File: config.mk
export PLATFORM = sky130hd
export DESIGN_NAME = deserialize
export DESIGN_NICKNAME = d
export VERILOG_FILES = /design/src/rtl/deserialize.sv
export SDC_FILE = /design/constraint.sdc
export NUM_CORES = 1
export LEC_CHECK = 0
export ABC_AREA = 1
export CAP_MARGIN = 30
export CORE_ASPECT_RATIO = 0.7
export CORE_UTILIZATION = 49
export CTS_CLUSTER_DIAMETER = 80
export CTS_CLUSTER_SIZE = 16
export DETAILED_ROUTE_END_ITERATION = 16
export MAX_ROUTING_LAYER = met4
export PLACE_DENSITY = 0.77
export SLEW_MARGIN = 25
export SYNTH_ARGS = -nofsm -noshare
export SYNTH_HDL_FRONTEND = slang
export SYNTH_SLANG_ARGS = --single-unit
File: constraint.sdc
create_clock -name clk -period 1.25 [get_ports clk]
set_input_delay 0.3125 -clock clk [delete_from_list [all_inputs] [get_ports clk]]
set_output_delay 0.3125 -clock clk [all_outputs]
set_load 0.01 [all_outputs]
File: src/rtl/deserialize.sv
// deserialize: reassembles tagged {index,data} words into one ARGN-slot parallel frame.
// Ports: clk/rst (sync, active-high); arg_stb/arg_dat/arg_rdy tagged-word input handshake;
//        res_stb/res_dat/res_rdy registered frame output handshake (slot n at res_dat[ARGW*n +: ARGW]).
module deserialize #(
  parameter int ARGW = 16,
  parameter int ARGN = 2,
  localparam int IDXW = $clog2(ARGN)
) (
  input  logic                 clk,
  input  logic                 rst,
  input  logic                 arg_stb,
  input  logic [IDXW+ARGW-1:0] arg_dat,
  output logic                 arg_rdy,
  output logic                 res_stb,
  output logic [ARGN*ARGW-1:0] res_dat,
  input  logic                 res_rdy
);
  logic [IDXW-1:0] idx;
  logic [ARGW-1:0] dat;
  logic [ARGW-1:0] buf_q [ARGN];
  logic [ARGW-1:0] buf_d [ARGN];
  logic [ARGN-1:0] msk_q, msk_d;
  logic [ARGN*ARGW-1:0] res_dat_q, res_dat_d, frame;
  logic res_stb_q, res_stb_d, full, hit, xfer;
  assign idx = arg_dat[IDXW+ARGW-1:ARGW];
  assign dat = arg_dat[ARGW-1:0];
  assign full = &msk_q;
  assign xfer = full & (~res_stb_q | res_rdy);
  // out-of-range tags never hit a slot, so they are always accepted (and dropped) unless full
  assign arg_rdy = ~full & ~hit;
  assign res_stb = res_stb_q;
  assign res_dat = res_dat_q;
  always_comb begin
    hit = 1'b0;
    frame = '0;
    for (int n = 0; n < ARGN; n++) begin
      hit = hit | (msk_q[n] & (idx == IDXW'(n)));
      frame[ARGW*n +: ARGW] = buf_q[n];
    end
  end
  // accept and transfer are mutually exclusive because arg_rdy is low while full
  always_comb begin
    buf_d = buf_q;
    msk_d = xfer ? '0 : msk_q;
    res_dat_d = xfer ? frame : res_dat_q;
    res_stb_d = xfer | (res_stb_q & ~res_rdy);
    for (int n = 0; n < ARGN; n++) begin
      if (arg_stb & arg_rdy & (idx == IDXW'(n))) begin
        buf_d[n] = dat;
        msk_d[n] = 1'b1;
      end
    end
  end
  always_ff @(posedge clk) begin
    if (rst) begin
      msk_q <= '0;
      res_stb_q <= 1'b0;
      res_dat_q <= '0;
    end else begin
      msk_q <= msk_d;
      res_stb_q <= res_stb_d;
      res_dat_q <= res_dat_d;
    end
  end
  always_ff @(posedge clk) buf_q <= buf_d;
endmodule

**Word-level counts from Yosys, hierarchy flattened**

Cells that the tools add are included.

- Register bits after elaboration: 67
- Bits in latches: 0
- Bits in writable memories: 0
- Memory bits (read-only): 0
- Input port bits: 21
- Output and inout port bits: 34
- Logic and storage cells: 28
- Memories kept: 0

- $add $sub $neg: 0
- Multipliers: 0
- Divide/modulo/power cells: 0
- Order comparisons: 0
- Eq/ne operators: 0
- Shift-type cells: 0
- Muxes and demuxes: 3
- Bitwise operators: 16
- Reductions and logical operators: 3

Operators by type and width:

| kind | number |
|---|---|
| bitwise AND 1 bit | 8 |
| inverter 1 bit | 5 |
| nonzero test 2 bit | 2 |
| bitwise OR 1 bit | 3 |
| 2-to-1 mux 1 bit | 2 |
| 2-to-1 mux 2 bit | 1 |
| AND reduction 2 bit | 1 |

**Longest topological paths before layout**

Gate-level depths: netlist of run 1.

- Depth in word-level cells: 8
- Gate-level depth with buffers: 7
- Gate-level depth less buffers: 6

**Least setup slack after synthesis of run 1**

Ideal clock, no wire load.

- Kind: flip-flop to flip-flop
- Start: reg msk_q[0]
- End: reg buf_q[16] in the netlist's numbering, enable pin
- Setup time: 0.364 ns
- Arrival: 0.794 ns
- Required time: 0.886 ns
- Slack: 0.092 ns
- Stages on the path, launching flop included: 4
- Buffers on the path: 0
- Clock period less this slack: 1.158 ns
- Cell sequence: dfxtp_1 > nor2_1 > nand2_1 > inv_1

- Word-level cells in the longest chain between the ends: 6
- Elaborated cells on any way between the ends: 8
- Those cells by class: bitwise: 7; reduce/logical: 1

RTL lines:

| element | line | text |
|---|---|---|
| start, declared | 22 | `logic [ARGN-1:0] msk_q, msk_d;` |
| start signal, assigned | 60 | `msk_q <= msk_d;` |
| bitwise AND 1 bit | 37 | `hit = hit \| (msk_q[n] & (idx == IDXW'(n)));` |
| bitwise OR 1 bit | 37 |  |
| inverter 1 bit | 30 | `assign arg_rdy = ~full & ~hit;` |
| bitwise AND 1 bit (*) | 30 |  |
| bitwise AND 1 bit (*) (2 in a row) | 48 | `if (arg_stb & arg_rdy & (idx == IDXW'(n))) begin` |
| end signal, assigned | 65 | `always_ff @(posedge clk) buf_q <= buf_d;` |
| end, declared | 20 | `logic [ARGW-1:0] buf_q [ARGN];` |

Every way passes the cells marked *; elsewhere a longest branch is shown, timed or not.
A chain may end at the register's enable or synchronous reset.

**Worst setup path after layout of run 1**

- Start: reg msk_q[1]
- End: out arg_rdy

- Word-level cells in the longest chain between the ends: 4
- Elaborated cells on any way between the ends: 6
- Those cells by class: bitwise: 5; reduce/logical: 1

RTL lines:

| element | line | text |
|---|---|---|
| bitwise AND 1 bit | 37 |  |
| bitwise OR 1 bit | 37 |  |
| inverter 1 bit | 30 |  |
| bitwise AND 1 bit (*) | 30 |  |
| end, declared | 13 | `output logic arg_rdy,` |

Marked as above.

==> results of run 1 <==
## cells in the final DEF (no fill, tap or decap)
| cell type | n |
|---|---|
| a21oi_1 | 3 |
| buf_12 | 6 |
| buf_2 | 3 |
| buf_4 | 11 |
| buf_6 | 3 |
| bufbuf_16 | 1 |
| bufinv_16 | 2 |
| clkbuf_2 | 21 |
| clkbuf_8 | 9 |
| clkdlybuf4s15_1 | 4 |
| clkdlybuf4s15_2 | 6 |
| clkdlybuf4s50_1 | 19 |
| clkinv_1 | 1 |
| clkinv_2 | 1 |
| clkinv_4 | 1 |
| clkinvlp_4 | 2 |
| dfxtp_1 | 27 |
| dfxtp_2 | 8 |
| dlygate4sd2_1 | 1 |
| edfxtp_1 | 32 |
| inv_1 | 3 |
| inv_2 | 2 |
| inv_4 | 2 |
| nand2_1 | 35 |
| nand2_2 | 3 |
| nand2_4 | 1 |
| nand3_1 | 1 |
| nand3b_1 | 32 |
| nor2_1 | 63 |
| nor2_2 | 1 |
| nor2_4 | 1 |
| o21ai_1 | 1 |
## logic make-up (layout without fill, tap and decap cells)
family	Yosys count	in the layout	synth area share
AO/OA/AOI/OAI	4	4	0.00824
buffers and inverters	19	98	0.0433
flip-flops	67	67	0.684
AND/OR/NAND/NOR	137	137	0.265
## registers in the layout, summed over array words and instances (netlist names)
| signal | count |
|---|---|
| msk_q | 2 |
| res_dat | 32 |
| res_stb | 1 |
| buf_q | 32 |
## cell type report
type,count,area [um2],share of cell area
Multi-Input combinational cell,141,681,0.201
Clock buffer,9,124,0.0366
Tap cell,69,86.3,0.0255
Inverter,7,31.3,0.00925
Sequential cell,67,1670,0.494
Clock inverter,7,92.6,0.0274
Timing Repair Buffer,75,696,0.206
## layer usage
metal  up-vias  part of all wire  GRT usage
met1       827              0.44      0.246
met3         7             0.041     0.0626
met4         0             0.019      0.126
met5         -                 0          -
met2        48              0.50      0.351
li1        891                 -          -
## per-stage QoR
stage               setup slack (ps)  utilization  power (mW)
CTS                            -15.6        0.726        4.74
finish                          8.23        0.707        4.71
floorplan                       92.3            -        2.61
global route                   -81.4        0.707        4.89
detailed placement              -529        0.664        2.83
global placement                -527        0.664        2.82
## repair_timing
action / 4_1_cts / 5_1_grt
endpoints found under the setup margin: 57 / 71
resized for setup: 88 / 35
gates cloned: 1 / 0
pin swaps: 1 / 1
buffers inserted: 4 / 0
## power groups by stage
| stage | clock network (mW) | logic (mW) | registers [mW] |
|---|---|---|---|
| detailed placement | 0 | 0.373 | 2.46 |
| floorplan | 0 | 0.140 | 2.47 |
| finish | 1.91 | 0.387 | 2.41 |
| global placement | 0 | 0.366 | 2.46 |
| global route | 2.05 | 0.420 | 2.42 |
| CTS | 1.94 | 0.387 | 2.41 |
## final timing paths
check	from	to	depth (start not counted)
setup / recovery	msk_q[1]	arg_rdy	4
hold reg to reg	res_dat[28]	res_dat[28]	2
setup reg to reg	msk_q[0]	buf_q[16]	5
hold / removal	res_dat[28]	res_dat[28]	2
## worst register-to-register path, cell delays in order, from the launching register on
cell and delay, ps:
dfxtp_1 310, buf_4 150, nor2_4 110, nand2_2 60, inv_2 60, bufbuf_16 260
==> impl_metrics.tcl, run 1 <==
set metrics [dict create \
    status "complete, no violations" \
    drc 0 \
    path_cells "inv_2 -> nand2_1 -> o21ai_1 -> buf_2" \
    yosysUniqueCellTypes 16 \
    routedWlPerCell_um 13.3 \
    place_area_mm2 0.00318 \
    ys.warnings.count 0 \
    whs_ps 482 \
    synthCells 227 \
    internal-power_mw 3.71 \
    switching_share 0.213 \
    cts_made_buffers 9 \
    seqPwrFrac 0.512 \
    grt_pass1_wl_um 7730 \
    powerDensity_mw_per_mm2 1390 \
    rsz0062_at_grt "yes" \
    ctsLongestPathBuffers 2 \
    core_area_mm2 0.00478 \
    setup_tns_ps 0 \
    syn_area_mm2 0.00243 \
    final_cells 375 \
    pwr-share-comb 0.082 \
    cts.hold.buffers_added 0 \
    dr_total_vias 1773 \
    antenna_cells 0 \
    crit_fanout 2 \
    critPathArrivalTime_ps 930 \
    cts.clk_slew.worst_paths_ps 70 \
    ios 55 \
    worstMarginPinSlew_ps 178 \
    viasPerCell 4.73 \
    synth_most_common_cell "nor2_1" \
    ys_top_cells_by_count "nor2_1, nand2_1, dfxtp_1" \
    min_period_over_period 0.993 \
    period_needed_ps 1240 \
    async_reset_ff_frac 0 \
    setup_violations 0 \
    area_growth_pct 39.2 \
    finClkSkew_ps 9.18 \
    die_y_um 60.9 \
    dieArea_mm2 0.00525 \
    dp.cells 354 \
    clock_sinks 67 \
    clk_latency_ps 340 \
    die_w_um 86.2 \
    wirelength_um 4980 \
    initial_core_util 0.508 \
    final_area_mm2 0.00338 \
    required_ps 940 \
    slew_viol_final 0 \
    drv_cap 0 \
    path_class "register to output port" \
    grt_pass1_vias 1651 \
    num-fill-cells 364 \
    num-nets-final 322 \
    yosysSeqAreaShare 0.684 \
    syn_nets 248 \
    cp_top_family "flip-flops" \
    port_buffers 54 \
    max_freq_mhz 805 \
    synthFlopType "dfxtp_1" \
    worstSetupStartpointType "register" \
    p_leak_nw 1.35 \
    root_buffer "clkbuf_8" \
    min_path_type "register to register" \
    synth_top_area_cell "edfxtp_1" \
    synth_top_cell_area_share 0.395 \
    synth_enable_flop_cells 32 \
    htree_levels 3 \
    hpwlAfterDp_um 3080 \
    max_stage_delay_ps 320 \
    rows 21 \
    p_switching_mw 1.00 \
    slew_headroom 0.881 \
    dr.pass1.iters 4 \
    avgSynthCellArea_um2 10.7 \
    track_usage 0.217 \
    grt-ovfl-total 0 \
    drive_above_1_share 0.275 \
    cts_tree "yes" \
    grt_max_degree 25 \
    ys_ff_latch 67 \
    finalHoldViolations 0 \
    critPathBufInv 2 \
    antenna_found_initial 0 \
    clkPwrFrac 0.405 \
    endpoint_kind "output port" \
    peakVddDrop_v 0.00121 \
    cpMaxStageDelayCell "dfxtp_2" \
    drt.antenna.violating_nets 0 \
    r2r_slack_ps 40 \
    drt_iter0_drc 75 \
    gp_congestion 0.777 \
    synth.area.top_cells "edfxtp_1, dfxtp_1, nor2_1" \
]
Note: power is estimated with default switching activity, not from simulation.
==> inputs of run 2 (changes only) <==
--- a/config.mk
+++ b/config.mk
@@ -18,3 +18,4 @@
 export SYNTH_ARGS = -nofsm -noshare
 export SYNTH_HDL_FRONTEND = slang
 export SYNTH_SLANG_ARGS = --single-unit
+export TNS_END_PERCENT = 1
==> run 2 against run 1 <==
Register-to-register slack improved by 40 ps; wire length fell by 4.8%; sequential share of layout area grew 1.1 points; via count decreased by 2.2%; cell count decreased by 1.3%; combinational power is 9.6% lower; largest power group unchanged.
==> impl_metrics.tcl, run 2 (synthesis results as in run 1) <==
set metrics [dict create \
    status "complete, no violations" \
    endpoint_kind "output port" \
    p_leak_nw 1.32 \
    seqPwrFrac 0.517 \
    finalHoldViolations 0 \
    crit_fanout 2 \
    required_ps 940 \
    post-place-ws_ps -529 \
    timing.rr.end "buf_q[20]" \
    min_period_over_period 0.994 \
    clk_latency_ps 340 \
    worstSetupStartpointType "register" \
    setup_tns_ps 0 \
    die_y_um 60.9 \
    num-nets-final 317 \
    dp.cells 354 \
    die_w_um 86.2 \
    gp_congestion 0.777 \
    internal-power_mw 3.68 \
    r2r_slack_ps 80 \
    grt_max_degree 25 \
    worst_slack_ps 6.90 \
    dieArea_mm2 0.00525 \
    initial_core_util 0.508 \
    cts_made_buffers 9 \
    htree_levels 3 \
    rsz0062_at_grt "yes" \
    drv_cap 0 \
    grt-ovfl-total 0 \
    path_class "register to output port" \
    dr.pass1.iters 4 \
    critPathArrivalTime_ps 930 \
    max_freq_mhz 804 \
    drt.antenna.violating_nets 0 \
    cts.clk_slew.worst_paths_ps 70 \
    grt_pass1_wl_um 7410 \
    min_path_type "register to register" \
    final_cells 370 \
    cts_tree "yes" \
    place_area_mm2 0.00318 \
    min-delay-start "res_dat[28]" \
    slew_headroom 0.881 \
    dr_total_vias 1734 \
    antenna_cells 0 \
    area_growth_pct 36.0 \
    r2r_start "msk_q[0]" \
    core_area_mm2 0.00478 \
    cpMaxStageDelayCell "dfxtp_2" \
    final_cell_mix "nor2_1, nand2_1, nand3b_1, edfxtp_1, dfxtp_1" \
    cts_resized 82 \
    final_area_mm2 0.00330 \
    peakVddDrop_v 0.00120 \
    cts.hold.buffers_added 0 \
    hpwlAfterDp_um 3080 \
    routedWlPerCell_um 12.8 \
    slew_viol_final 0 \
    drc 0 \
    period_needed_ps 1240 \
    num-fill-cells 387 \
    viasPerCell 4.69 \
    clock_sinks 67 \
    drive_above_1_share 0.259 \
    wirelength_um 4740 \
    antenna_found_initial 0 \
    cts_setup_buffers 0 \
    hold_depth 2 \
    ctsLongestPathBuffers 2 \
    ios 55 \
    clkPwrFrac 0.408 \
    grt_pass1_vias 1598 \
    powerDensity_mw_per_mm2 1410 \
    max_stage_delay_ps 320 \
    reg2regPathDepth 5 \
    pwr-share-comb 0.075 \
    setup_violations 0 \
    path_cells "inv_2 -> nand2_1 -> o21ai_1 -> buf_2" \
    drt_iter0_drc 52 \
    root_buffer "clkbuf_8" \
    final_common_cell "nor2_1" \
    worstMarginPinSlew_ps 178 \
    track_usage 0.207 \
    p_switching_mw 0.985 \
    rows 21 \
    port_buffers 54 \
    finClkSkew_ps 10.5 \
    switching_share 0.211 \
    holdPathEnd "res_dat[28]" \
]
==> run 2: cell types whose count changed in the layout (fill, tap and decap cells not counted), sizes merged <==
cell           change
clkinv             +1
inv                -1
bufbuf             -1
clkbuf             +1
clkdlybuf4s15      -1
buf                -4
==> run 2: cell type report <==
| cell class | count | area [um2] | share of cell area |
|---|---|---|---|
| sequential | 67 | 1670 | 0.505 |
| tap | 69 | 86.3 | 0.0261 |
| clock buffer | 9 | 124 | 0.0375 |
| inverter | 7 | 30.0 | 0.00909 |
| multi-input combinational | 141 | 678 | 0.205 |
| clock inverter | 7 | 92.6 | 0.0280 |
| timing repair buffer | 70 | 623 | 0.189 |
==> run 2: power groups by stage <==
stage                     Sequential (mW)  Combinational [mW]  Clock [mW]
final                                2.41               0.350        1.90
after global routing                 2.42               0.383        2.05
after CTS                            2.41               0.360        1.94
after detailed placement             2.46               0.373           0
after global placement               2.46               0.366           0
after floorplan                      2.47               0.140           0
==> run 2: layer usage <==
layer  GRT usage  vias up  share of wire
li1            -      879              -
met5           -        -              0
met4       0.107        0          0.014
met3      0.0612        7          0.046
met1       0.239      805           0.45
met2       0.336       43           0.49
==> run 2: worst max path at each step <==
| stage | start | to | depth (start not counted) |
|---|---|---|---|
| after global routing | msk_q[1] | arg_rdy | 4 |
| after floorplan | msk_q[0] | buf_q[16] | 3 |
| final | msk_q[1] | arg_rdy | 4 |
| after CTS | msk_q[1] | arg_rdy | 4 |
| after global placement | arg_dat[16] | arg_rdy | 4 |
| after detailed placement | arg_dat[16] | arg_rdy | 4 |
==> run 2: per-stage QoR <==
| stage | hold WS, ps | utilization | power [mW] |
|---|---|---|---|
| final | 482 | 0.691 | 4.67 |
| after global routing | 498 | 0.691 | 4.85 |
| after CTS | 482 | 0.711 | 4.72 |
| after detailed placement | 470 | 0.664 | 2.83 |
| after global placement | 460 | 0.664 | 2.82 |
| after floorplan | 382 | - | 2.61 |
==> run 2: worst max-delay path: cells and delay by family, from the launching register on <==
family | cells | cell delay, ps
buffers and inverters | 2 | 180
AOI/OAI and AO/OA | 1 | 60
DFF | 1 | 320
and+or+nand+nor | 1 | 40
==> inputs of run 3 (changes only) <==
--- a/config.mk
+++ b/config.mk
@@ -9,7 +9,6 @@
 export CAP_MARGIN = 30
 export CORE_ASPECT_RATIO = 0.7
 export CORE_UTILIZATION = 49
-export CTS_CLUSTER_DIAMETER = 80
 export CTS_CLUSTER_SIZE = 16
 export DETAILED_ROUTE_END_ITERATION = 16
 export MAX_ROUTING_LAYER = met4
==> results of run 3 <==
The final DEF is identical to that of run 2; final timing and power are the same.
